**config.mk**
```make
export PLATFORM = sky130hd
export DESIGN_NAME = rvfi_commit_tracker
export DESIGN_NICKNAME = d
export VERILOG_FILES = /design/src/rtl/rv32i_types.sv /design/src/rtl/rvfi_field_decode.sv /design/src/rtl/rvfi_commit_tracker.sv
export SDC_FILE = /design/constraint.sdc
export NUM_CORES = 2
export LEC_CHECK = 0
export BUFFER_PORTS_ARGS = -buffer_cell sky130_fd_sc_hd__buf_4
export CORE_MARGIN = 2
export CORE_UTILIZATION = 45
export CTS_CLUSTER_DIAMETER = 60
export DETAILED_ROUTE_END_ITERATION = 12
export MAX_ROUTING_LAYER = met4
export SETUP_SLACK_MARGIN = 0.05
export SKIP_LAST_GASP = 1
export SYNTH_ARGS = -nofsm -noshare
export SYNTH_HDL_FRONTEND = slang
export SYNTH_SLANG_ARGS = --single-unit
export TNS_END_PERCENT = 1
```
**constraint.sdc**
```tcl
create_clock -name clk -period 59.3 [get_ports clk]
set_clock_uncertainty 0.1 [all_clocks]
set_input_delay 11.86 -clock clk [delete_from_list [all_inputs] [get_ports clk]]
set_output_delay 11.86 -clock clk [all_outputs]
set_load 0.005 [all_outputs]
```
**src/rtl/rv32i_types.sv**
```systemverilog
// rv32i_types: shared RV32I opcodes, ROB tag type, shadow entry and retirement packet layouts
package rv32i_types;
  localparam int ROB_TAG_W = 3;
  typedef logic [ROB_TAG_W-1:0] rob_tag_t;
  localparam logic [6:0] op_lui   = 7'b0110111;
  localparam logic [6:0] op_auipc = 7'b0010111;
  localparam logic [6:0] op_jal   = 7'b1101111;
  localparam logic [6:0] op_jalr  = 7'b1100111;
  localparam logic [6:0] op_br    = 7'b1100011;
  localparam logic [6:0] op_load  = 7'b0000011;
  localparam logic [6:0] op_store = 7'b0100011;
  localparam logic [6:0] op_imm   = 7'b0010011;
  localparam logic [6:0] op_reg   = 7'b0110011;
  typedef struct packed {
    logic        valid;
    logic        done;
    logic [31:0] inst;
    logic [31:0] pc;
    logic [31:0] pc_next;
    logic [31:0] rd_wdata;
  } rvfi_entry_t;
  typedef struct packed {
    logic [31:0] inst;
    logic [4:0]  rs1;
    logic [4:0]  rs2;
    logic [4:0]  rd;
    logic [31:0] rd_wdata;
    logic        load_rf;
    logic [31:0] pc_rdata;
    logic [31:0] pc_wdata;
  } rvfi_pkt_t;
endpackage

```
**src/rtl/rvfi_field_decode.sv**
```systemverilog
// rvfi_field_decode: RV32I instruction word to rs1/rs2/rd indices (unused fields zeroed) and control-flow flag
module rvfi_field_decode
  import rv32i_types::*;
(
  input  logic [31:0] inst,
  output logic [4:0]  rs1,
  output logic [4:0]  rs2,
  output logic [4:0]  rd,
  output logic        is_ctrl
);
  logic [6:0] op;
  assign op = inst[6:0];
  always_comb begin
    rs1     = (op == op_lui || op == op_auipc || op == op_jal) ? 5'd0 : inst[19:15];
    rs2     = (op == op_reg || op == op_store || op == op_br) ? inst[24:20] : 5'd0;
    rd      = (op == op_store || op == op_br) ? 5'd0 : inst[11:7];
    is_ctrl = op == op_br || op == op_jal || op == op_jalr;
  end
endmodule

```
**src/rtl/rvfi_commit_tracker.sv**
```systemverilog
// rvfi_commit_tracker: per-ROB-tag shadow buffer that assembles one registered RVFI packet per commit
module rvfi_commit_tracker
  import rv32i_types::*;
#(
  parameter int ROB_DEPTH = 8,
  parameter int TAG_W     = $clog2(ROB_DEPTH),
  parameter int NUM_CDB   = 4
) (
  input  logic                     clk,
  input  logic                     rst,
  input  logic                     disp_valid,
  input  logic [TAG_W-1:0]         disp_tag,
  input  logic [31:0]              disp_inst,
  input  logic [31:0]              disp_pc,
  input  logic [31:0]              disp_pc_next,
  input  logic [NUM_CDB-1:0]       cdb_valid,
  input  logic [NUM_CDB*TAG_W-1:0] cdb_tag,
  input  logic [NUM_CDB*32-1:0]    cdb_data,
  input  logic [NUM_CDB-1:0]       cdb_redirect,
  input  logic [NUM_CDB*32-1:0]    cdb_target,
  input  logic                     commit_valid,
  input  logic [TAG_W-1:0]         commit_tag,
  input  logic                     flush,
  output logic                     rvfi_valid,
  output logic [63:0]              rvfi_order,
  output logic [31:0]              rvfi_inst,
  output logic [4:0]               rvfi_rs1_addr,
  output logic [4:0]               rvfi_rs2_addr,
  output logic [4:0]               rvfi_rd_addr,
  output logic [31:0]              rvfi_rd_wdata,
  output logic                     rvfi_load_rf,
  output logic [31:0]              rvfi_pc_rdata,
  output logic [31:0]              rvfi_pc_wdata,
  output logic                     err
);
  rvfi_entry_t ent_q [ROB_DEPTH];
  rvfi_entry_t ent_d [ROB_DEPTH];
  rvfi_entry_t cm;
  rvfi_pkt_t pkt_q, pkt_d;
  logic valid_q, err_q, err_d;
  logic [63:0] order_q, order_d;
  logic [ROB_DEPTH-1:0] seen;
  logic [TAG_W-1:0] ctag [NUM_CDB];
  logic [4:0] d_rs1, d_rs2, d_rd, c_rs1, c_rs2, c_rd;
  logic d_ctrl, c_ctrl, unused_dec;
  rvfi_field_decode u_disp_dec (
    .inst(disp_inst), .rs1(d_rs1), .rs2(d_rs2), .rd(d_rd), .is_ctrl(d_ctrl)
  );
  rvfi_field_decode u_cmt_dec (
    .inst(ent_q[commit_tag].inst), .rs1(c_rs1), .rs2(c_rs2), .rd(c_rd), .is_ctrl(c_ctrl)
  );
  assign unused_dec = ^{d_rs1, d_rs2, c_ctrl};
  always_comb begin
    for (int p = 0; p < NUM_CDB; p++) ctag[p] = cdb_tag[p*TAG_W +: TAG_W];
  end
  always_comb begin
    ent_d   = ent_q;
    err_d   = err_q;
    seen    = '0;
    pkt_d   = '0;
    order_d = valid_q ? order_q + 64'd1 : order_q;
    for (int p = 0; p < NUM_CDB; p++) begin
      if (cdb_valid[p]) begin
        if (!ent_q[ctag[p]].valid || seen[ctag[p]]) err_d = 1'b1;
        else begin
          seen[ctag[p]]           = 1'b1;
          ent_d[ctag[p]].done     = 1'b1;
          ent_d[ctag[p]].rd_wdata = cdb_data[p*32 +: 32];
          if (cdb_redirect[p]) ent_d[ctag[p]].pc_next = cdb_target[p*32 +: 32];
        end
      end
    end
    // reading after the CDB pass gives the same-cycle bypass for free
    cm = ent_d[commit_tag];
    if (commit_valid) begin
      err_d = err_d | !cm.valid | !cm.done;
      pkt_d = '{inst: cm.inst, rs1: c_rs1, rs2: c_rs2, rd: c_rd,
                rd_wdata: (c_rd == 5'd0) ? 32'd0 : cm.rd_wdata, load_rf: c_rd != 5'd0,
                pc_rdata: cm.pc, pc_wdata: cm.pc_next};
      ent_d[commit_tag].valid = 1'b0;
    end
    if (flush) for (int i = 0; i < ROB_DEPTH; i++) ent_d[i].valid = 1'b0;
    if (disp_valid && !flush) begin
      err_d = err_d | (ent_q[disp_tag].valid && !(commit_valid && commit_tag == disp_tag));
      ent_d[disp_tag] = '{valid: 1'b1, done: !d_ctrl && d_rd == 5'd0, inst: disp_inst,
                          pc: disp_pc, pc_next: disp_pc_next, rd_wdata: 32'd0};
    end
  end
  always_ff @(posedge clk or posedge rst) begin
    if (rst) begin
      ent_q   <= '{default: '0};
      pkt_q   <= '0;
      valid_q <= 1'b0;
      order_q <= 64'd0;
      err_q   <= 1'b0;
    end else begin
      ent_q   <= ent_d;
      pkt_q   <= pkt_d;
      valid_q <= commit_valid;
      order_q <= order_d;
      err_q   <= err_d;
    end
  end
  assign rvfi_valid    = valid_q;
  assign rvfi_order    = order_q;
  assign rvfi_inst     = pkt_q.inst;
  assign rvfi_rs1_addr = pkt_q.rs1;
  assign rvfi_rs2_addr = pkt_q.rs2;
  assign rvfi_rd_addr  = pkt_q.rd;
  assign rvfi_rd_wdata = pkt_q.rd_wdata;
  assign rvfi_load_rf  = pkt_q.load_rf;
  assign rvfi_pc_rdata = pkt_q.pc_rdata;
  assign rvfi_pc_wdata = pkt_q.pc_wdata;
  assign err           = err_q;
endmodule
```
==> flow_metrics.py <==
metrics = {
    "status": {
        "status": "finished, final reports clean",
    },
    "worst_setup_path": {
        "worstSetupEndpointType": "register",
        "path_common_cell": "buf_4",
        "worstPathMaxFanout": 28,
        "max_stage_delay_ps": 810,
        "crit_type": "in -> reg",
        "worstSetupStartpoint": "cdb_tag[0]",
        "crit_path_top_delay_cell": "nand3_2",
        "r2r-start": "ent_q[779]",
        "cp-start-kind": "primary input",
        "cp.required_ps": 59880,
        "crit_arrival_ps": 16810,
        "crit_path_cell_trace": "buf_4 > and3b_1 > a41o_1 > a22oi_1 > o2111ai_1 > nor4b_4 > buf_4 > nand3_2 > buf_4 > mux2_2 > mux2i_1 > o22ai_1 > or3_1 > or3_1",
    },
    "route": {
        "wl_um": 300400,
        "via_count": 66160,
        "ant_nets": 0,
        "first_iter_violations": 8109,
        "drc": 0,
        "viasPerCell": 6.156,
        "firstDrtPassIters": 6,
        "wl_per_cell_um": 27.95,
    },
    "die": {
        "die_h_um": 409.4,
        "start_util_pct": 45.38,
        "io_pins": 593,
        "dieArea_um2": 167600,
        "core_um2": 163000,
        "die_x_um": 409.4,
        "rows": 148,
    },
    "power": {
        "internal_power_mw": 1.959,
        "power_density_nw_per_um2": 33.09,
        "power_leakage_nw": 42.70,
        "netSwitchingPower_uw": 847.8,
        "p_seq_share_pct": 40.5,
        "p_clk_share_pct": 34.7,
        "ir_worst_vdd_uv": 29.92,
        "power_frac_comb_pct": 24.8,
        "switching_share_pct": 30.20,
    },
    "worst_hold_path": {
        "hold_path.startpoint": "ent_q[214]",
        "min_path_type": "reg -> reg",
    },
    "final_layout": {
        "layout_common_cells": "1878 x nand2_1, 1250 x dfrtp_1, 925 x mux2i_1",
        "fin_area_um2": 84840,
        "multiInputGateArea_um2": 39670,
        "fillCellCount": 15020,
        "final_nets": 8759,
        "layout_commonest_cell": "nand2_1",
        "regArea_um2": 31280,
        "drive_gt1_share_pct": 19.64,
        "syn2layout_area_growth_pct": 14.72,
        "finalNonFillerCells": 10750,
    },
    "clock_tree": {
        "cts_setup_buffers": 0,
        "hold_buffers": 0,
        "tritoncts_num_sinks": 1250,
        "htree_levels": 4,
        "clk_pin_slew_ps": 60,
        "cts_resized": 0,
        "insertion_delay_ps": 800,
        "cts_tree": "yes",
        "cts_buffers": 154,
        "cts_buffer_depth": 3,
        "root_buffer": "clkbuf_16",
    },
    "global_routing": {
        "grt_max_degree": 176,
        "antenna_found_initial": 74,
        "grt_use_total_pct": 36.02,
        "grt_pass1_wl_um": 438600,
        "grt_overflow": 0,
        "grt_pass1_vias": 64100,
    },
    "sta": {
        "max_freq_ghz": 0.06160,
        "tightest_slew_ps": 1262,
        "slew-limit-headroom_pct": 15.22,
        "period_share_pct": 27.38,
        "postLayoutSetupSlackWorst_ps": 43070,
        "fin_setup_tns_ps": 0,
        "rsz0062_at_grt": "false",
        "setup_viol": 0,
        "finalHoldViolations": 0,
        "period_minus_slack_ps": 16230,
        "final-max-slew-violation-count": 0,
    },
    "placement": {
        "place_inst": 10390,
        "place_ws_ps": 42340,
        "dpl.hpwl_um": 170200,
        "postPlaceCellArea_um2": 79440,
        "gp_congestion": 0.9242,
        "port_buffers": 592,
    },
    "synth": {
        "synth_area_um2": 73950,
        "synth_seq_cells": 1250,
        "synth_nets": 8683,
        "yosysUniqueCellTypes": 83,
        "synth_ff_type": "dfrtp_1",
        "async_flop_share_pct": 100.0,
        "syn_inst": 8299,
        "synth_area_per_cell_um2": 8.911,
        "yosysWarnings": 0,
        "ys_seq_area_share_pct": 42.30,
        "synth_edf_count": 0,
    },
    "run": {
        "maxCapViolations": 0,
    },
}
## metal layers
metal / vias up / wire length, um / GRT usage, %
li1: 28920 / - / -
met1: 32570 / 119100 / 45.98
met2: 3838 / 132300 / 52.87
met3: 831 / 35100 / 10.42
met4: 0 / 13890 / 16.33
met5: - / 0 / -
## per-stage QoR
step,utilization [%],power [mW],hold WS (ps)
2_1_floorplan,-,1.645,340.3
3_3_place_gp,48.75,1.810,352.3
3_5_place_dp,48.75,1.837,356.5
4_1_cts,51.95,2.813,370.8
5_1_grt,52.06,2.955,387.0
6_report,52.06,2.807,367.2
## sequential cells by signal (all words and copies together), names as in the netlist
name / flops
rvfi_pc_wdata: 32
rvfi_order: 64
rvfi_rs1_addr: 5
rvfi_load_rf: 1
rvfi_pc_rdata: 32
rvfi_rs2_addr: 5
rvfi_valid: 1
err: 1
rvfi_rd_addr: 5
rvfi_rd_wdata: 32
ent_q: 1040
rvfi_inst: 32
## logic make-up (layout without fill, tap and decap cells)
logic type	after synthesis	count (layout)	share of synthesized area (%)
AOI/OAI and AO/OA	1517	1517	11.98
xor gates and xnor gates	69	69	0.8172
adders and majority gates	1	1	0.01692
buffers and inverters	850	1048	4.556
DFF	1250	1250	42.30
muxes	1492	1492	23.13
other	0	75	0
and+or+nand+nor	3120	3120	17.20
## cells in the mapped netlist, types with 30 or more instances
master | count | area, um2
nand2_1 | 1905 | 7151
dfrtp_1 | 1250 | 31280
mux2i_1 | 925 | 9259
nor2_1 | 787 | 2954
o21ai_0 | 568 | 2843
clkbuf_1 | 535 | 2008
a21oi_1 | 480 | 2402
mux2_2 | 437 | 4921
buf_1 | 165 | 619.3
a211oi_1 | 157 | 1179
nand3_1 | 138 | 690.7
mux4_2 | 130 | 2928
buf_2 | 77 | 385.4
o211ai_1 | 74 | 555.5
xnor2_1 | 57 | 499.2
o22ai_1 | 55 | 344.1
nor3_1 | 44 | 220.2
or3_1 | 43 | 269.0
clkbuf_2 | 39 | 195.2
and2_1 | 36 | 225.2
nand4_1 | 30 | 187.7
## power groups by stage
| stage | clock, mW | sequential [mW] | combinational (mW) |
|---|---|---|---|
| after global routing | 1.02 | 1.16 | 0.779 |
| after global placement | 0 | 1.14 | 0.667 |
| after floorplan | 0 | 1.13 | 0.511 |
| after CTS | 0.985 | 1.14 | 0.691 |
| final | 0.974 | 1.14 | 0.697 |
| after detailed placement | 0 | 1.15 | 0.687 |
## critical path: cells and delay by family
| kind | cells | cell delay [ps] |
|---|---|---|
| muxes | 2 | 530 |
| buffers and inverters | 3 | 1260 |
| and+or+nand+nor | 5 | 2150 |
| AOI/OAI and AO/OA | 4 | 950 |
## cell type report
type / count / area share (%)
Antenna cell: 75 / 0.2212
Clock inverter: 63 / 0.9114
Timing Repair Buffer: 744 / 6.674
Clock buffer: 215 / 5.228
Sequential cell: 1250 / 36.87
Tap cell: 2175 / 3.208
Multi-Input combinational cell: 6199 / 46.76
Inverter: 26 / 0.1298
## worst paths after layout
| path | cells past startpoint | slack [ps] | to |
|---|---|---|---|
| worst max-delay path | 14 | 43070 | rvfi_rd_wdata[5] |
| worst max register to register | 13 | 53920 | rvfi_rd_wdata[5] |
| worst min register to register | 2 | 370 | ent_q[214] |
| min in group asynchronous | 2 | 11050 | ent_q[161] |
| worst min-delay path | 2 | 370 | ent_q[214] |
| max in group asynchronous | 7 | 43380 | ent_q[322] |
Note: power is estimated with default switching activity, not from simulation.
